$ cat src/rtl/branch_sequencer.sv
// branch_sequencer: runs the T3-T6 execute steps of a conditional branch.
// Drives the datapath strobes that feed the CON flip-flop and captures the
// CON result. PC is loaded with PC+C only when the condition holds. The
// start/done handshake faces the main control sequencer.
// Optional feature: define BRANCH_STATS_EN to add the branch statistics
// counters Br_Count and Br_Taken_Count, which are STAT_W bits wide.
module branch_sequencer #(
  parameter logic [4:0] OPCODE_BR = 5'b10010,
  parameter int         STAT_W    = 16
) (
  input  logic              clock,
  input  logic              clear,
  input  logic              Start,
  input  logic [4:0]        IR_Opcode,
  input  logic              CON_Out,
  output logic              Gra,
  output logic              Rout,
  output logic              CON_In,
  output logic              PCout,
  output logic              Yin,
  output logic              Cout,
  output logic              ADD,
  output logic              Zin,
  output logic              Zlowout,
  output logic              PCin,
  output logic              Busy,
  output logic              Done,
  output logic              Taken
`ifdef BRANCH_STATS_EN
  ,
  output logic [STAT_W-1:0] Br_Count,
  output logic [STAT_W-1:0] Br_Taken_Count
`endif
);

  typedef enum logic [2:0] {
    IDLE = 3'd0,
    T3   = 3'd1,
    T4   = 3'd2,
    T5   = 3'd3,
    T6   = 3'd4,
    FIN  = 3'd5,
    REJ  = 3'd6
  } state_t;

  state_t state_q, state_d;
  logic   cond_q;

  // State register; clear drops straight back to IDLE and aborts any branch.
  // NOTE: sequential state uses non-blocking assignments so every flop samples pre-edge values.
  always_ff @(posedge clock or posedge clear) begin
    if (clear) state_q <= IDLE;
    else       state_q <= state_d;
  end

  // Capture the CON result on the edge that enters T6 (three cycles after CON_In).
  always_ff @(posedge clock or posedge clear) begin
    if (clear)                cond_q <= 1'b0;
    else if (state_q == T5)   cond_q <= CON_Out;
  end

  // Taken: cleared when a Start is accepted, set from cond in FIN, forced low in REJ.
  always_ff @(posedge clock or posedge clear) begin
    if (clear)                          Taken <= 1'b0;
    else if (state_q == IDLE && Start)  Taken <= 1'b0;
    else if (state_q == FIN)            Taken <= cond_q;
    else if (state_q == REJ)            Taken <= 1'b0;
  end

  // Next-state logic and Moore strobe decode.
  // NOTE: every output gets a default before the case so no latch is inferred.
  always_comb begin
    state_d = state_q;
    Gra     = 1'b0;
    Rout    = 1'b0;
    CON_In  = 1'b0;
    PCout   = 1'b0;
    Yin     = 1'b0;
    Cout    = 1'b0;
    ADD     = 1'b0;
    Zin     = 1'b0;
    Zlowout = 1'b0;
    PCin    = 1'b0;
    Busy    = (state_q != IDLE);
    Done    = 1'b0;
    case (state_q)
      IDLE: begin
        if (Start) state_d = (IR_Opcode == OPCODE_BR) ? T3 : REJ;
      end
      T3: begin
        Gra     = 1'b1;
        Rout    = 1'b1;
        CON_In  = 1'b1;
        state_d = T4;
      end
      T4: begin
        PCout   = 1'b1;
        Yin     = 1'b1;
        state_d = T5;
      end
      T5: begin
        Cout    = 1'b1;
        ADD     = 1'b1;
        Zin     = 1'b1;
        state_d = T6;
      end
      T6: begin
        Zlowout = cond_q;
        PCin    = cond_q;
        state_d = FIN;
      end
      FIN: begin
        Done    = 1'b1;
        state_d = IDLE;
      end
      REJ: begin
        Done    = 1'b1;
        state_d = IDLE;
      end
      default: state_d = IDLE;
    endcase
  end

`ifdef BRANCH_STATS_EN
  // Branch statistics: one count per completed branch, plus one per taken branch; both wrap.
  always_ff @(posedge clock or posedge clear) begin
    if (clear) begin
      Br_Count       <= '0;
      Br_Taken_Count <= '0;
    end else if (state_q == FIN) begin
      Br_Count <= Br_Count + 1'b1;
      if (cond_q) Br_Taken_Count <= Br_Taken_Count + 1'b1;
    end
  end
`endif

endmodule
$ cat config.mk
export PLATFORM = sky130hd
export DESIGN_NAME = branch_sequencer
export DESIGN_NICKNAME = d
export VERILOG_FILES = /design/src/rtl/branch_sequencer.sv
export SDC_FILE = /design/constraint.sdc
export NUM_CORES = 1
export LEC_CHECK = 0
export ABC_AREA = 1
export CORE_AREA = 5 5 43 45
export CTS_BUF_LIST = sky130_fd_sc_hd__clkbuf_16
export DETAILED_ROUTE_END_ITERATION = 16
export DIE_AREA = 0 0 48 50
export GPL_TIMING_DRIVEN = 0
export MAX_ROUTING_LAYER = met4
export PLACE_DENSITY_LB_ADDON = 0.2
export SKIP_LAST_GASP = 1
export SYNTH_ARGS = -nofsm -noshare
export SYNTH_HDL_FRONTEND = slang
export SYNTH_SLANG_ARGS = --single-unit
$ cat constraint.sdc
create_clock -name clock -period 1.1 [get_ports clock]
set_input_delay 0.165 -clock clock [delete_from_list [all_inputs] [get_ports clock]]
set_output_delay 0.165 -clock clock [all_outputs]
set_load 0.1 [all_outputs]
Word-level counts from Yosys, hierarchy flattened
Cells that the tools add are included.
Widths: inputs -> output; s select.
Cells by class
  equal/unequal tests: 8
  muxes and demuxes: 11
  reduce and logical (&&, ||, !) cells: 5
Operator list (number)
  $pmux 3 s5: 1
  $eq 3x3->1 const B: 3
  $mux 1: 8
  $eq 3x2->1 const B: 2
  $mux 3: 2
  $reduce_bool 3->1: 2
  $eq 5x5->1 const B: 1
  $eq 3x1->1 const B: 1
  $logic_not 3->1: 1
  $ne 2x2->1 const B: 1
  $reduce_or 2->1: 1
  $logic_and 1x1->1: 1
Storage, ports and cells
  register bits: 5
  input bits: 9
  output and inout bits: 13
  logic and storage cells: 27

Depth between registers and ports, before layout
Gate-level depths: netlist of the first run.
  depth in word-level cells: 4
  mapped depth: 6
  mapped depth without buffers: 6

Worst setup path after synthesis of the first run
Ideal clock, no wire load.
  kind: register -> output
  start: register state_q[2]
  end: output Gra
  arrival time: 3233 ps
  data required time: 935 ps
  slack: -2298 ps
  cell stages (with the launch flop): 4
  path through: dfrtp_1 > buf_8 > nor3_1 > buf_4
Between the ends
  cells in the longest elaborated chain, start to end: 2
Ends and longest elaborated chain
  start, declared: RTL line 46  | state_t state_q, state_d;
  start signal, assigned: RTL line 53  | else state_q <= state_d;
  $eq 3x1->1
  $mux 1
  end, declared: RTL line 16  | output logic Gra,
No other way between the ends.

Worst setup path in the final report of the first run
  start: register state_q[0]
  end: output Zlowout
Between the ends
  cells in the longest elaborated chain, start to end: 2
Ends and longest elaborated chain
  $eq 3x3->1: RTL line 86  | case (state_q)
  $mux 1: RTL line 86
  end, declared: RTL line 24  | output logic Zlowout,
No other way between the ends.

==> flow_summary_export.csv, run 1 <==
group,metric,value,unit
place,routabilityCongestion,0.760,
critical_path,slowest_delay,470,ps
route,wl_per_cell,12.2,um
route,drtIter0Drc,3,
sta,slew_headroom,81.6,%
critical_path,critPathBufInv,2,
critical_path,crit_chain,"nor2_4 -> nand2_2 -> nor2_4 -> buf_12 -> buf_12",
clock_network,cts_tree,"built",
clock_network,clock_path_buffers,2,
sta,max_freq,0.636,GHz
die,rows,14,
grt,antenna_found_initial,0,
layout,fillers,84,
critical_path,start_kind,"register",
clock_network,clock_latency,230,ps
layout,antenna_cells,0,
grt,grt_pass1_vias,462,
sta,rsz0062_at_grt,"yes",
grt,overflow,0,
sta,tightest_slew,279,ps
synthesis,yosysWarnings,0,
sta,fin_worst_skew,0.496,ps
run,maxCapViolations,0,
sta,hold_viol,0,
clock_network,clock-sinks,5,
route,wl,1360,um
grt,grt_max_degree,8,
sta,finalSetupViolCount,17,
route,vias,510,
critical_path,slowest_stage,"dfrtp_2",
synthesis,synth_area,407,um2
sta,layout_setup_ws,-471,ps
die,die_h,50,um
route,ant_nets,0,
route,via_per_inst,4.55,
die,fp.coreArea,0.00144,mm2
synthesis,syn-num-nets,64,
synthesis,synth_cell_type_count,17,
sta,finalMaxSlewViolations,0,
layout,fin_nets,106,
synthesis,synth_seq_cells,5,
run_status,violations,"setup timing",
die,die_area,0.00240,mm2
run_status,status,"finished, violations left",
sta,finalHoldWorstSlack,144,ps
route,dr.pass1.iters,3,
layout,syn_to_final_growth,178,%
clock_network,htree_levels,1,
die,ios,22,
place,place_hpwl,749,um
grt,track_usage,13.0,%
die,start_util,28.3,%
sta,post-route-min-period,1570,ps
critical_path,crit_path_max_fanout,4,
critical_path,crit_path_end_kind,"primary output",
synthesis,syn_area_per_cell,7.39,um2
min_path,hold_class,"primary input to async pin",
synthesis,syn_inst,55,
grt,grt_pass1_wl,2040,um
place,portBuffers,21,
clock_network,cts_made_buffers,3,
critical_path,crit_required,940,ps
clock_network,hold_buffers,0,
die,die-width,48,um
route,drcViolationCount,0,
layout,drive_above_1_share,64.6,%
layout,seq_area,129,um2
synthesis,ys_seq_area_share,30.8,%
layout,multiInputGateArea,244,um2
critical_path,path_delay_family,"flip-flops",
sta,min_period_over_period,143,%
clock_network,cts.clk_slew.worst_paths,30,ps
clock_network,root_buffer,"clkbuf_16",
critical_path,path_class,"register to primary output",
critical_path,crit_arrival,1410,ps
synth_stat cells (all sizes together):
cell type | instances | area (um2)
o21ai | 1 | 5.00
buf | 7 | 60.1
nand4 | 2 | 12.5
inv | 10 | 40.1
nand2 | 8 | 37.5
a21oi | 6 | 37.5
nor2 | 9 | 53.8
nand3 | 5 | 25.0
dfrtp | 5 | 125
nor3 | 2 | 10.0
kinds of logic after synthesis:
kind of cell,after synthesis,share of synthesized area (%)
simple gates,26,34.2
buf+inv,17,24.6
compound gates,7,10.5
flops,5,30.8
stage by stage:
step	setup WS (ps)	TNS, ps	utilization, %	cell area [um2]	std cells
after floorplan	-748	-5940	-	524	55
after global placement	-1280	-13810	52.5	754	92
after detailed placement	-1280	-13920	52.5	754	92
after CTS	-429	-4770	74.5	1070	106
after global routing	-530	-6620	78.7	1130	112
final	-471	-5740	78.7	1130	112
state kept, by name, summed over array words and instances (netlist names):
| name | flops |
|---|---|
| Taken | 1 |
| state_q | 3 |
| cond_q | 1 |
layout by cell type (no fill, tap or decap), types with 2 or more instances in the layout:
cell type,n
a21oi_1,4
a21oi_2,2
buf_12,18
buf_4,11
buf_6,6
clkbuf_16,3
clkdlybuf4s50_1,8
dfrtp_1,2
dfrtp_2,3
inv_1,6
inv_4,2
nand2_1,5
nand2_4,2
nand3_1,3
nand3_2,2
nand4_1,2
nor2_1,3
nor2_4,5
nor3_4,2
path summary, 6_finish.rpt:
path	startpoint	end	slack (ps)	cells after the start
max in group asynchronous	clear	Taken	770	2
min	clear	cond_q	140	2
max reg2reg	state_q[2]	state_q[2]	-250	8
min reg2reg	Taken	Taken	580	2
min in group clock	CON_Out	cond_q	510	3
max	state_q[0]	Zlowout	-470	5
area by class of cell:
class,instances,share of cell area [%]
timing repair buffer,37,43.1
multi-input combinational,33,21.6
sequential,5,11.4
buffer,7,10.4
clock buffer,3,6.64
inverter,10,4.76
tap,16,1.77
clock inverter,1,0.332
per-layer routing:
metal / routed length [um] / track usage, %
met5: 0 / -
met3: 89 / 4.36
met2: 711 / 18.5
met4: 78 / 9.87
met1: 484 / 14.1
timing repair:
action	CTS	global route
cloned	0	0
setup endpoints to repair	17	17
resized for setup	123	2
buffers inserted	10	7
pin swaps	8	4
Power of run 1 is left out: the tool's default activity adds up to more than one toggle a clock period on the data nets, which glitch-free logic cannot reach.
==> inputs of run 2 (changes only) <==
--- a/config.mk
+++ b/config.mk
@@ -12,7 +12,7 @@
 export DIE_AREA = 0 0 48 50
 export GPL_TIMING_DRIVEN = 0
 export MAX_ROUTING_LAYER = met4
-export PLACE_DENSITY_LB_ADDON = 0.2
+export PLACE_DENSITY_LB_ADDON = 0.15
 export SKIP_LAST_GASP = 1
 export SYNTH_ARGS = -nofsm -noshare
 export SYNTH_HDL_FRONTEND = slang
==> flow_summary_export.csv, run 2 (synthesized netlist as in run 1, its figures left out) <==
group,metric,value,unit
die,fp.coreArea,0.00144,mm2
run,maxCapViolations,0,
sta,finalSetupViolCount,17,
clock_network,cts_made_buffers,3,
layout,regMostFlops,"state_q",
grt,antenna_found_initial,0,
die,start_util,28.3,%
critical_path,critPathBufInv,2,
critical_path,crit_chain,"nor2_4 -> nand2_2 -> nor2_4 -> buf_12 -> buf_12",
sta,layout_setup_ws,-445,ps
sta,post-route-min-period,1540,ps
place,routabilityCongestion,0.782,
route,wl,1260,um
die,rows,14,
grt,track_usage,11.5,%
layout,antenna_cells,0,
layout,final_cell_mix,"buf_12, buf_6, clkdlybuf4s50_1, inv_1, buf_4",
route,via_per_inst,4.44,
layout,largest_reg_flops,3,
min_path,hold_class,"primary input to async pin",
grt,grt_pass1_wl,1930,um
critical_path,timing.critical_path.from,"state_q[1]",
critical_path,start_kind,"register",
route,ant_nets,0,
critical_path,path_delay_family,"flip-flops",
critical_path,rr_worst_depth,8,
critical_path,crit_required,940,ps
clock_network,clock-sinks,5,
grt,overflow,0,
sta,tightest_slew,278,ps
run_status,status,"finished, violations left",
die,die_area,0.00240,mm2
clock_network,clock_path_buffers,2,
layout,reg.largest.list,"state_q (3), Taken (1), cond_q (1)",
sta,slew_headroom,81.6,%
layout,fin_nets,103,
critical_path,r2r_slack,-190,ps
critical_path,crit_arrival,1380,ps
route,drcViolationCount,0,
place,portBuffers,21,
grt,grt_max_degree,9,
layout,drive_above_1_share,63.4,%
sta,min_period_over_period,140,%
layout,fin_area,0.00109,mm2
route,vias,484,
grt,grt_pass1_vias,452,
clock_network,cts.clk_slew.worst_paths,30,ps
layout,syn_to_final_growth,168,%
run_status,violations,"setup timing",
die,die_h,50,um
critical_path,r2r-start,"state_q[0]",
layout,final_core_util,75.9,%
clock_network,cts_tree,"built",
die,die-width,48,um
clock_network,clock_latency,230,ps
route,drtIter0Drc,8,
sta,hold_viol,0,
sta,finalMaxSlewViolations,0,
critical_path,slowest_delay,480,ps
critical_path,crit_path_end_kind,"primary output",
sta,rsz0062_at_grt,"yes",
critical_path,reg2reg_to,"state_q[2]",
place,place_hpwl,783,um
sta,fin_worst_skew,2.59,ps
sta,max_freq,0.647,GHz
clock_network,htree_levels,1,
route,dr.pass1.iters,4,
layout,layout_commonest_cell,"buf_12",
die,ios,22,
critical_path,slowest_stage,"dfrtp_2",
clock_network,root_buffer,"clkbuf_16",
route,wl_per_cell,11.5,um
critical_path,path_class,"register to primary output",
place,post_dp_cell_area,754,um2
critical_path,crit_path_max_fanout,7,
## run 2: cell count changes in the layout (fill, tap and decap cells not counted), sizes merged
cell and delta:
buf -3
## run 2: repair_timing
item                       in CTS  in global routing
setup buffers                   6                  8
resized for setup             120                  7
setup endpoints to repair      17                 17
pin swaps                       8                  6
hold buffers                    0                  0
## run 2: worst reg2reg max path: stages, from the launching register on
cell	delay (ps)
dfrtp_2	480
inv_4	110
buf_6	100
nand2_4	40
nor2_4	140
inv_8	40
buf_6	120
nor2_4	100
a21oi_2	40
## run 2: metal layers
layer / routed length, um / part of all wire [%] / vias to the layer above / track usage [%]
met2: 618 / 49 / 19 / 17.8
met4: 57 / 4.5 / 0 / 7.17
met1: 493 / 39 / 214 / 13.0
met3: 89 / 7.1 / 6 / 2.18
met5: 0 / 0 / - / -
li1: - / - / 245 / -
## run 2: worst max-delay path by stage
stage	to	depth (start not counted)
5_1_grt	Zlowout	5
3_3_place_gp	Zlowout	5
2_1_floorplan	Gra	3
6_report	Zlowout	5
4_1_cts	Zlowout	5
3_5_place_dp	Zlowout	5
## run 2: layout make-up
class / instances / area [um2]
fill: 92 / 347
timing repair buffer: 34 / 447
clock buffer: 3 / 75.1
tap: 16 / 20.0
sequential: 5 / 129
buffer: 7 / 118
multi-input combinational: 33 / 244
inverter: 10 / 53.8
clock inverter: 1 / 3.75
## run 2: metrics by stage
step           setup TNS [ps]  setup WS, ps  instances  hold slack [ps]
2_1_floorplan           -5940          -748         55            -56.7
3_3_place_gp           -13900         -1280         92              375
3_5_place_dp           -14010         -1270         92              370
4_1_cts                 -4900          -433        102              132
5_1_grt                 -6500          -517        109              159
6_report                -5510          -445        109              131
Power of run 2 is left out for the same reason.
==> inputs of run 3 (changes only) <==
--- a/config.mk
+++ b/config.mk
@@ -6,10 +6,10 @@
 export NUM_CORES = 1
 export LEC_CHECK = 0
 export ABC_AREA = 1
-export CORE_AREA = 5 5 43 45
+export CORE_AREA = 5 5 42 44
 export CTS_BUF_LIST = sky130_fd_sc_hd__clkbuf_16
 export DETAILED_ROUTE_END_ITERATION = 16
-export DIE_AREA = 0 0 48 50
+export DIE_AREA = 0 0 47 49
 export GPL_TIMING_DRIVEN = 0
 export MAX_ROUTING_LAYER = met4
 export PLACE_DENSITY_LB_ADDON = 0.15
==> flow_summary_export.csv, run 3 (synthesized netlist as in run 1, its figures left out) <==
group,metric,value,unit
run_status,status,"finished, violations left",
run_status,violations,"setup timing",
place,routabilityCongestion,0.777,
critical_path,r2r_slack,-160,ps
route,wl,1340,um
layout,largest_reg_flops,3,
route,drcViolationCount,0,
run,maxCapViolations,0,
place,portBuffers,21,
die,ios,22,
clock_network,clock-sinks,5,
sta,post-route-min-period,1500,ps
layout,final_cell_mix,"buf_12, buf_4, clkdlybuf4s50_1, buf_6",
clock_network,cts_tree,"built",
layout,drive_above_1_share,65.2,%
layout,reg.largest.list,"state_q (3), Taken (1), cond_q (1)",
route,vias,495,
clock_network,cts_made_buffers,3,
critical_path,rr_worst_depth,7,
critical_path,start_kind,"register",
critical_path,crit_arrival,1330,ps
min_path,hold_class,"primary input to async pin",
die,die_area,0.00230,mm2
critical_path,crit_required,940,ps
sta,tightest_slew,270,ps
die,rows,14,
layout,syn_to_final_growth,161,%
place,post_dp_cell_area,754,um2
clock_network,root_buffer,"clkbuf_16",
grt,antenna_found_initial,0,
critical_path,reg2reg_to,"state_q[2]",
sta,max_freq,0.668,GHz
route,dr.pass1.iters,4,
layout,layout_commonest_cell,"buf_12",
grt,overflow,0,
route,drtIter0Drc,7,
die,start_util,29.0,%
die,die_h,49,um
sta,finalMaxSlewViolations,0,
clock_network,clock_path_buffers,2,
clock_network,clock_latency,220,ps
sta,fin_worst_skew,0.484,ps
layout,antenna_cells,0,
critical_path,r2r-start,"state_q[1]",
layout,regMostFlops,"state_q",
layout,fillers,101,
route,wl_per_cell,12.4,um
critical_path,path_class,"register to primary output",
sta,min_period_over_period,136,%
grt,grt_pass1_vias,496,
grt,track_usage,13.0,%
layout,fin_area,0.00106,mm2
place,place_hpwl,789,um
route,ant_nets,0,
sta,hold_viol,0,
die,die-width,47,um
grt,grt_pass1_wl,2100,um
die,fp.coreArea,0.00140,mm2
clock_network,htree_levels,1,
route,via_per_inst,4.58,
clock_network,cts.clk_slew.worst_paths,30,ps
grt,grt_max_degree,8,
sta,rsz0062_at_grt,"yes",
sta,finalSetupViolCount,17,
critical_path,crit_path_end_kind,"primary output",
layout,fin_nets,102,
critical_path,crit_path_max_fanout,7,
sta,layout_setup_ws,-398,ps
sta,slew_headroom,81.9,%
## run 3: changes by cell type in the layout (fill, tap and decap cells not counted), sizes merged
cell,delta
clkinv,+1
buf,-1
inv,-1
## run 3: cell type report
class | count | area, um2 | share of cell area, %
inverters | 10 | 53.8 | 5.08
flip-flops and latches | 5 | 129 | 12.2
repair buffers | 34 | 432 | 40.7
plain buffers | 6 | 97.6 | 9.21
clock inverters | 1 | 5.00 | 0.472
multi-input cells | 33 | 248 | 23.4
well taps | 16 | 20.0 | 1.89
clock buffers | 3 | 75.1 | 7.08
## run 3: worst max-delay path by stage
| stage | start | end | depth (start not counted) |
|---|---|---|---|
| floorplan | state_q[0] | Gra | 3 |
| global placement | state_q[1] | Zlowout | 5 |
| detailed placement | state_q[1] | Zlowout | 5 |
| CTS | state_q[2] | Yin | 4 |
| global route | state_q[0] | Zlowout | 5 |
| finish | state_q[2] | Zin | 6 |
## run 3: timing repair
| action | CTS | global route |
|---|---|---|
| buffers inserted | 11 | 4 |
| gates resized for setup | 120 | 5 |
| hold buffers | 0 | 0 |
| endpoints found under the setup margin | 17 | 17 |
| pin swaps | 7 | 3 |
| hold endpoints to repair | 0 | 0 |
| cloned | 0 | 0 |
## run 3: through the flow
step           utilization (%)  setup TNS, ps  hold slack (ps)  setup WS [ps]  cells
6_report                  75.6          -4780              142           -398    108
5_1_grt                   75.6          -5730              158           -461    108
4_1_cts                   73.7          -4710              145           -398    106
3_5_place_dp              53.8         -13950              370          -1260     92
3_3_place_gp              53.8         -13830              374          -1270     92
2_1_floorplan                -          -5940            -56.7           -748     55
## run 3: critical path, stage by stage (launching register included)
cell and delay, ps:
dfrtp_1 370, buf_8 140, inv_2 80, nand3_2 90
clkinvlp_4 150, buf_6 110, buf_12 160
## run 3: routing by layer
metal  track usage [%]  part of all wire, %
met3              3.69                  6.3
met1              13.6                   36
met2              21.7                   55
met4              5.53                  1.8
met5                 -                    0
Power of run 3 is left out for the same reason.
